$ cat src/rtl/rv32_mc_control.sv
// Multicycle main control FSM for the RV32I core: sequences fetch/decode/execute/
// memory/writeback, drives datapath strobes and selects, traps bad opcodes, counts retirements.
module rv32_mc_control (
    input  logic        clk,
    input  logic        rst_n,
    input  logic [6:0]  opcode,
    input  logic [2:0]  funct3,
    input  logic        zero,
    input  logic        mem_ready,
    output logic [1:0]  alu_op,
    output logic [1:0]  alu_src_a,
    output logic [1:0]  alu_src_b,
    output logic        iord,
    output logic        mem_read,
    output logic        mem_write,
    output logic        ir_write,
    output logic        mdr_write,
    output logic        pc_write,
    output logic        reg_write,
    output logic        pc_src,
    output logic [1:0]  mem_to_reg,
    output logic [3:0]  state,
    output logic        illegal,
    output logic [31:0] instret
);

    typedef enum logic [3:0] {
        S_FETCH  = 4'd0,
        S_DECODE = 4'd1,
        S_EXEC_R = 4'd2,
        S_EXEC_I = 4'd3,
        S_ADDR   = 4'd4,
        S_MEM_RD = 4'd5,
        S_MEM_WR = 4'd6,
        S_WB_ALU = 4'd7,
        S_WB_MEM = 4'd8,
        S_BRANCH = 4'd9,
        S_JAL    = 4'd10,
        S_TRAP   = 4'd15
    } state_t;

    localparam logic [6:0] OP_R      = 7'b0110011;
    localparam logic [6:0] OP_IMM    = 7'b0010011;
    localparam logic [6:0] OP_LOAD   = 7'b0000011;
    localparam logic [6:0] OP_STORE  = 7'b0100011;
    localparam logic [6:0] OP_BRANCH = 7'b1100011;
    localparam logic [6:0] OP_JAL    = 7'b1101111;

    localparam logic [2:0] F3_BEQ  = 3'b000;
    localparam logic [2:0] F3_BNE  = 3'b001;
    localparam logic [2:0] F3_ADDI = 3'b000;

    localparam logic [1:0] ALU_ADD   = 2'b00;
    localparam logic [1:0] ALU_SUB   = 2'b01;
    localparam logic [1:0] ALU_FUNCT = 2'b10;

    state_t      state_q, state_d;
    logic        run_q;
    logic        illegal_q, illegal_d;
    logic [31:0] instret_q, instret_d;
    logic        retire;
    logic        br_taken;

    // run_q holds every strobe low until the first edge after reset release,
    // and drops asynchronously with rst_n so no enable survives a mid-instruction reset.
    always_ff @(posedge clk or negedge rst_n) begin
        if (!rst_n) begin
            state_q   <= S_FETCH;
            run_q     <= 1'b0;
            illegal_q <= 1'b0;
            instret_q <= '0;
        end else begin
            state_q   <= state_d;
            run_q     <= 1'b1;
            illegal_q <= illegal_d;
            instret_q <= instret_d;
        end
    end

    assign br_taken = ((funct3 == F3_BEQ) && zero) || ((funct3 == F3_BNE) && !zero);

    always_comb begin
        state_d    = state_q;
        alu_op     = ALU_ADD;
        alu_src_a  = 2'b00;
        alu_src_b  = 2'b00;
        iord       = 1'b0;
        mem_read   = 1'b0;
        mem_write  = 1'b0;
        ir_write   = 1'b0;
        mdr_write  = 1'b0;
        pc_write   = 1'b0;
        reg_write  = 1'b0;
        pc_src     = 1'b0;
        mem_to_reg = 2'b00;
        retire     = 1'b0;

        if (run_q) begin
            case (state_q)
                S_FETCH: begin
                    mem_read  = 1'b1;
                    alu_src_b = 2'b01;
                    if (mem_ready) begin
                        ir_write = 1'b1;
                        pc_write = 1'b1;
                        state_d  = S_DECODE;
                    end
                end
                S_DECODE: begin
                    // ALUOut <= old PC + imm, ready for branch/jump targets
                    alu_src_a = 2'b10;
                    alu_src_b = 2'b10;
                    case (opcode)
                        OP_R:              state_d = S_EXEC_R;
                        OP_IMM:            state_d = S_EXEC_I;
                        OP_LOAD, OP_STORE: state_d = S_ADDR;
                        OP_BRANCH: state_d = ((funct3 == F3_BEQ) || (funct3 == F3_BNE))
                                             ? S_BRANCH : S_TRAP;
                        OP_JAL:            state_d = S_JAL;
                        default:           state_d = S_TRAP;
                    endcase
                end
                S_EXEC_R: begin
                    alu_src_a = 2'b01;
                    alu_op    = ALU_FUNCT;
                    state_d   = S_WB_ALU;
                end
                S_EXEC_I: begin
                    // ADDI must not let imm[11:5] masquerade as funct7
                    alu_src_a = 2'b01;
                    alu_src_b = 2'b10;
                    alu_op    = (funct3 == F3_ADDI) ? ALU_ADD : ALU_FUNCT;
                    state_d   = S_WB_ALU;
                end
                S_ADDR: begin
                    alu_src_a = 2'b01;
                    alu_src_b = 2'b10;
                    state_d   = (opcode == OP_STORE) ? S_MEM_WR : S_MEM_RD;
                end
                S_MEM_RD: begin
                    mem_read = 1'b1;
                    iord     = 1'b1;
                    if (mem_ready) begin
                        mdr_write = 1'b1;
                        state_d   = S_WB_MEM;
                    end
                end
                S_MEM_WR: begin
                    mem_write = 1'b1;
                    iord      = 1'b1;
                    if (mem_ready) begin
                        retire  = 1'b1;
                        state_d = S_FETCH;
                    end
                end
                S_WB_ALU: begin
                    reg_write = 1'b1;
                    retire    = 1'b1;
                    state_d   = S_FETCH;
                end
                S_WB_MEM: begin
                    reg_write  = 1'b1;
                    mem_to_reg = 2'b01;
                    retire     = 1'b1;
                    state_d    = S_FETCH;
                end
                S_BRANCH: begin
                    alu_src_a = 2'b01;
                    alu_op    = ALU_SUB;
                    if (br_taken) begin
                        pc_write = 1'b1;
                        pc_src   = 1'b1;
                    end
                    retire  = 1'b1;
                    state_d = S_FETCH;
                end
                S_JAL: begin
                    reg_write  = 1'b1;
                    mem_to_reg = 2'b10;
                    pc_write   = 1'b1;
                    pc_src     = 1'b1;
                    retire     = 1'b1;
                    state_d    = S_FETCH;
                end
                S_TRAP: state_d = S_TRAP;
                default: state_d = S_TRAP;
            endcase
        end
    end

    assign illegal_d = illegal_q | (state_d == S_TRAP);
    assign instret_d = retire ? instret_q + 32'd1 : instret_q;

    assign state   = state_q;
    assign illegal = illegal_q;
    assign instret = instret_q;

endmodule

$ cat config.mk
export PLATFORM = sky130hd
export DESIGN_NAME = rv32_mc_control
export DESIGN_NICKNAME = d
export VERILOG_FILES = /design/src/rtl/rv32_mc_control.sv
export SDC_FILE = /design/constraint.sdc
export NUM_CORES = 1
export LEC_CHECK = 0
export ABC_AREA = 1
export ABC_CLOCK_PERIOD_IN_PS = 2250
export CORE_ASPECT_RATIO = 0.6
export CORE_MARGIN = 4
export CORE_UTILIZATION = 40
export CTS_BUF_LIST = sky130_fd_sc_hd__clkbuf_4 sky130_fd_sc_hd__clkbuf_8
export CTS_CLUSTER_SIZE = 12
export DETAILED_ROUTE_END_ITERATION = 10
export GPL_ROUTABILITY_DRIVEN = 1
export GPL_TIMING_DRIVEN = 0
export PLACE_DENSITY_LB_ADDON = 0.15
export SYNTH_ARGS = -nofsm -noshare
export SYNTH_HDL_FRONTEND = slang
export SYNTH_SLANG_ARGS = --single-unit
$ cat constraint.sdc
create_clock -name clk -period 2.25 [get_ports clk]
set_clock_uncertainty 0.15 [all_clocks]
set_input_delay 0.45 -clock clk [delete_from_list [all_inputs] [get_ports clk]]
set_output_delay 0.45 -clock clk [all_outputs]
set_load 0.1 [all_outputs]
**Word level (Yosys, flattened, before mapping)**

Index checks and enable logic that the tools add are counted.

- Register bits after elaboration: 38
- Logic and storage cells: 76

- Add/subtract/negate cells: 1
- Equality and inequality tests: 18
- Muxes and demuxes: 37
- Bitwise logic cells: 1
- Reductions and logical operators: 15

Operators with widths:

| operator | number |
|---|---|
| $add A32 B1 Y32 const B | 1 |
| $pmux W4 S7 | 1 |
| $pmux W4 S5 | 1 |
| $mux W1 | 17 |
| $eq A4 B3 Y1 const B | 4 |
| $eq A4 B4 Y1 const B | 4 |
| $mux W4 | 4 |
| $eq A7 B6 Y1 const B | 2 |
| $eq A7 B7 Y1 const B | 2 |
| $mux W2 | 6 |
| $pmux W2 S2 | 3 |
| $eq A4 B2 Y1 const B | 2 |
| $reduce_or A2 Y1 | 4 |
| $reduce_or A4 Y1 | 2 |
| $eq A7 B2 Y1 const B | 1 |
| $eq A7 B5 Y1 const B | 1 |
| $pmux W2 S3 | 1 |
| $reduce_or A3 Y1 | 2 |
| $eq A4 B1 Y1 const B | 1 |
| $logic_not A4 Y1 | 1 |
| $pmux W1 S2 | 2 |
| $eq A3 B1 Y1 const B | 1 |
| $logic_not A3 Y1 | 1 |
| $mux W3 | 1 |
| 5 further kinds | 7 |

**Logic depth before layout (Yosys ltp)**

- Depth in word-level cells: 8
- Mapped depth: 12

**Least setup slack after synthesis**

Ideal clock, no wire load.

- Kind: reg-to-output
- Start point: register state_q[1], in the netlist state[1]
- End point: output port mem_to_reg[1]
- Data arrival time: 4.123 ns
- Data required time: 1.650 ns
- Path slack: -2.473 ns
- Cell stages (with the launch flop): 4
- Path buffers: 1
- Cells stage by stage: dfrtp_1 buf_2 inv_2 nor4_1

- Cells in the longest elaborated chain, start to end: 3
- Elaborated cells on any way between the ends: 4
- Classes of those cells: eq/ne: 2; mux: 2

Ends and longest elaborated chain:

| item | line | source |
|---|---|---|
| start, declared | 57 | `state_t state_q, state_d;` |
| start signal, assigned | 73 | `state_q <= state_d;` |
| $eq A4 B4 Y1 | 99 | `case (state_q)` |
| $pmux W2 S2 (*) | 99 |  |
| $mux W2 (*) | 98 | `if (run_q) begin` |
| end, declared | 21 | `output logic [1:0] mem_to_reg,` |

Mark *: on every way between the ends. The rest lies on a longest branch, timed or not.

**Final worst setup path**

- Start point: register state_q[1], in the netlist state[1]
- End point: output port pc_write

- Cells in the longest elaborated chain, start to end: 3
- Elaborated cells on any way between the ends: 5
- Classes of those cells: eq/ne: 2; mux: 2; reduce/logical: 1

Ends and longest elaborated chain:

| item | line | source |
|---|---|---|
| $eq A4 B4 Y1 / $logic_not A4 Y1 (equally long branches) | 99 |  |
| $pmux W1 S3 (*) | 99 |  |
| $mux W1 (*) | 98 |  |
| end, declared | 18 | `output logic pc_write,` |

Marked as above.

==> reports/qor.yml <==
layout:
  drive_gt1_share_pct: 23.42
  layout_commonest_cell: "nand2_1"
  multi_input_area_um2: 1717
  area_delta_synth_final_pct: 53.95
  final_cell_mix: "119 x nand2_1, 39 x inv_1, 35 x nor2_1"
  nets: 488
  seqCellArea_um2: 969.7
  fillers: 569
  antenna_cells: 0
timing:
  rsz0062_at_grt: "yes"
  period_share_pct: 104.4
  setup_violations: 8
  tns_ns: -0.5206
  relSlewSlack_pct: 34.46
  worst_slack_ns: -0.09878
  slew_violations: 0
  period_needed_ns: 2.349
  worst_slew_pin_slew_ns: 0.9870
  hold_viol: 0
  max_freq_mhz: 425.8
  hold_slack_ns: 0.1087
yosys:
  yosysSeqAreaShare_pct: 36.35
  ys_types: 27
  yosysWarnings: 0
  synth_seq_cells: 38
  avgSynthCellArea_um2: 6.726
  yosys.area.top_type: "dfrtp_1"
  netlist_area_um2: 2616
  yosys-top-cells-area: "dfrtp_1 36%, nand2_1 19%, nor2_1 7.6%"
  syn_nets: 404
  synth_top_area_share_pct: 36.35
  syn_inst: 389
setup_path:
  crit_type: "flop to output pin"
  crit_end: "pc_write"
  crit_family: "buffers and inverters"
  startpoint_type: "flop"
  cp_slowest_cell: "dfrtp_4"
  crit_arrival_ns: 1.75
  rr_worst_depth: 13
  cp_cell_sequence: "buf_12 > buf_4 > a32oi_4 > nand2_1 > nand2_2 > clkinvlp_4 > buf_12"
  crit_required_ns: 1.65
  cp_num_cells: 7
  crit_path_max_incr_delay_ns: 0.49
  worst_setup_path_end_kind: "output pin"
  worst_r2r_endpoint: "instret[19]$_DFFE_PN0P_"
  regToRegSetupSlack_ns: 0.16
  critical_path_buf_inv_count: 4
  rr_startpoint: "state[1]$_DFF_PN0_"
  crit_fanout: 5
  crit_top_cell: "buf_12"
  crit_start: "state[1]$_DFF_PN0_"
pwr:
  leakage_nw: 1.838
  total_power_w: 0.004344
  peakVddDrop_mv: 1.116
  power_density_nw_per_um2: 1079
drt:
  vias: 2891
  detail-route-antenna-nets: 0
  vias_per_cell: 5.181
  wl_per_cell_um: 15.58
  drc: 0
  totalWireLength_mm: 8.696
  first_pass_iters: 5
  dr.first_iter.drc_count: 299
grt:
  grt_pass1_vias: 2662
  grt_pass1_wl_mm: 13.79
  grt_max_degree: 39
  grtUsageTotal_pct: 21.73
  gr-total-overflow: 0
  antenna_found_initial: 0
floorplan:
  die_w_um: 112.4
  coreArea_um2: 6221
  rows: 22
  fp.dieArea_um2: 7941
  initial_utilization_pct: 42.06
  die_h_um: 70.65
  pin_count: 67
cts:
  cts_sinks: 38
  clkTransAtPathRegs_ns: 0.08
  htreeDepth: 2
  clk-insertion-delay-late_ns: 0.30
  cts_made_buffers: 5
  cts_root_buf: "clkbuf_8"
  cts_buffer_depth: 2
  cts_tree: "yes"
placed_design:
  pre_cts_ws_ns: -1.197
  io_buffers: 66
  gp_congestion: 0.9117
  place_hpwl_mm: 6.416
status:
  outcome: "finished with violations"
  violations: "setup timing"
run:
  drv_cap: 0
hold_path:
  hold_class: "primary input to asynchronous set/reset pin"
report_power, final:
| part | total (W) | switching (W) | internal (W) |
|---|---|---|---|
| sequential | 0.000962 | 0.000153 | 0.000809 |
| clock | 0.000604 | 0.000248 | 0.000356 |
| combinational | 0.00278 | 0.00202 | 0.000760 |
cells by family after synthesis:
| kind of cell | Yosys count | share of synthesized area, % |
|---|---|---|
| AND/OR/NAND/NOR | 247 | 41.18 |
| buffers and inverters | 54 | 8.226 |
| flip-flops | 38 | 36.35 |
| XOR/XNOR | 30 | 10.04 |
| AO/OA/AOI/OAI | 18 | 3.587 |
| adder cells (fa/ha/maj) | 1 | 0.4782 |
| other | 1 | 0.1433 |
layer usage:
metal  up-vias  share of wire (%)  GRT usage [%]  routed length, um
li1       1385                  -              -                  -
met1      1361                 51          34.68               4404
met2       130                 39          28.78               3376
met3        15                9.7          6.752                841
met4         0               0.85          3.200                 74
met5         -                  0              0                  0
flip-flops by register name, summed over array words and instances (netlist names):
name	count
illegal	1
run_q	1
instret	32
state	4
synthesized netlist by cell type:
library cell	number
inv_2	3
nor3b_1	1
nor2_4	2
nand2_2	3
nand3_4	2
xor2_1	19
ha_1	1
nor3_1	19
nor4_1	1
nand3_1	28
inv_1	44
xnor2_1	11
dfrtp_1	38
a32oi_1	1
a21oi_1	4
nand2_1	129
nor3_2	2
or2_2	1
o21ai_0	13
nor2_1	53
nor2_2	1
conb_1	1
buf_2	4
clkbuf_1	2
nand2_4	1
buf_6	1
nand4_1	4
through the flow:
stage / area (um2) / utilization, % / cells
after global placement: 3608 / 58.00 / 539
after global routing: 4028 / 64.74 / 558
after detailed placement: 3603 / 57.92 / 539
final: 4028 / 64.74 / 558
after floorplan: 2843 / - / 389
after CTS: 3877 / 62.33 / 552
layout make-up:
| class | instances | area share (%) |
|---|---|---|
| timing repair buffer | 77 | 20.84 |
| tap | 84 | 2.610 |
| buffer | 7 | 1.926 |
| sequential | 38 | 24.08 |
| clock buffer | 7 | 2.081 |
| multi-input combinational | 297 | 42.62 |
| inverter | 47 | 5.095 |
| clock inverter | 1 | 0.7456 |
worst min-delay path by stage:
| stage | from | to | slack (ns) |
|---|---|---|---|
| after detailed placement | illegal$_DFF_PN0_ | illegal$_DFF_PN0_ | 0.31 |
| final | rst_n | instret[28]$_DFFE_PN0P_ | 0.11 |
| after global routing | rst_n | instret[28]$_DFFE_PN0P_ | 0.18 |
| after global placement | illegal$_DFF_PN0_ | illegal$_DFF_PN0_ | 0.30 |
| after CTS | rst_n | instret[28]$_DFFE_PN0P_ | 0.13 |
| after floorplan | rst_n | illegal$_DFF_PN0_ | 0.004 |
what timing repair did:
action,CTS,global route
pin swaps,6,5
hold buffers,0,0
setup buffers,5,6
hold endpoints to repair,0,0
endpoints found under the setup margin,53,23
resized for setup,189,34
(Power assumes the default switching activity.)
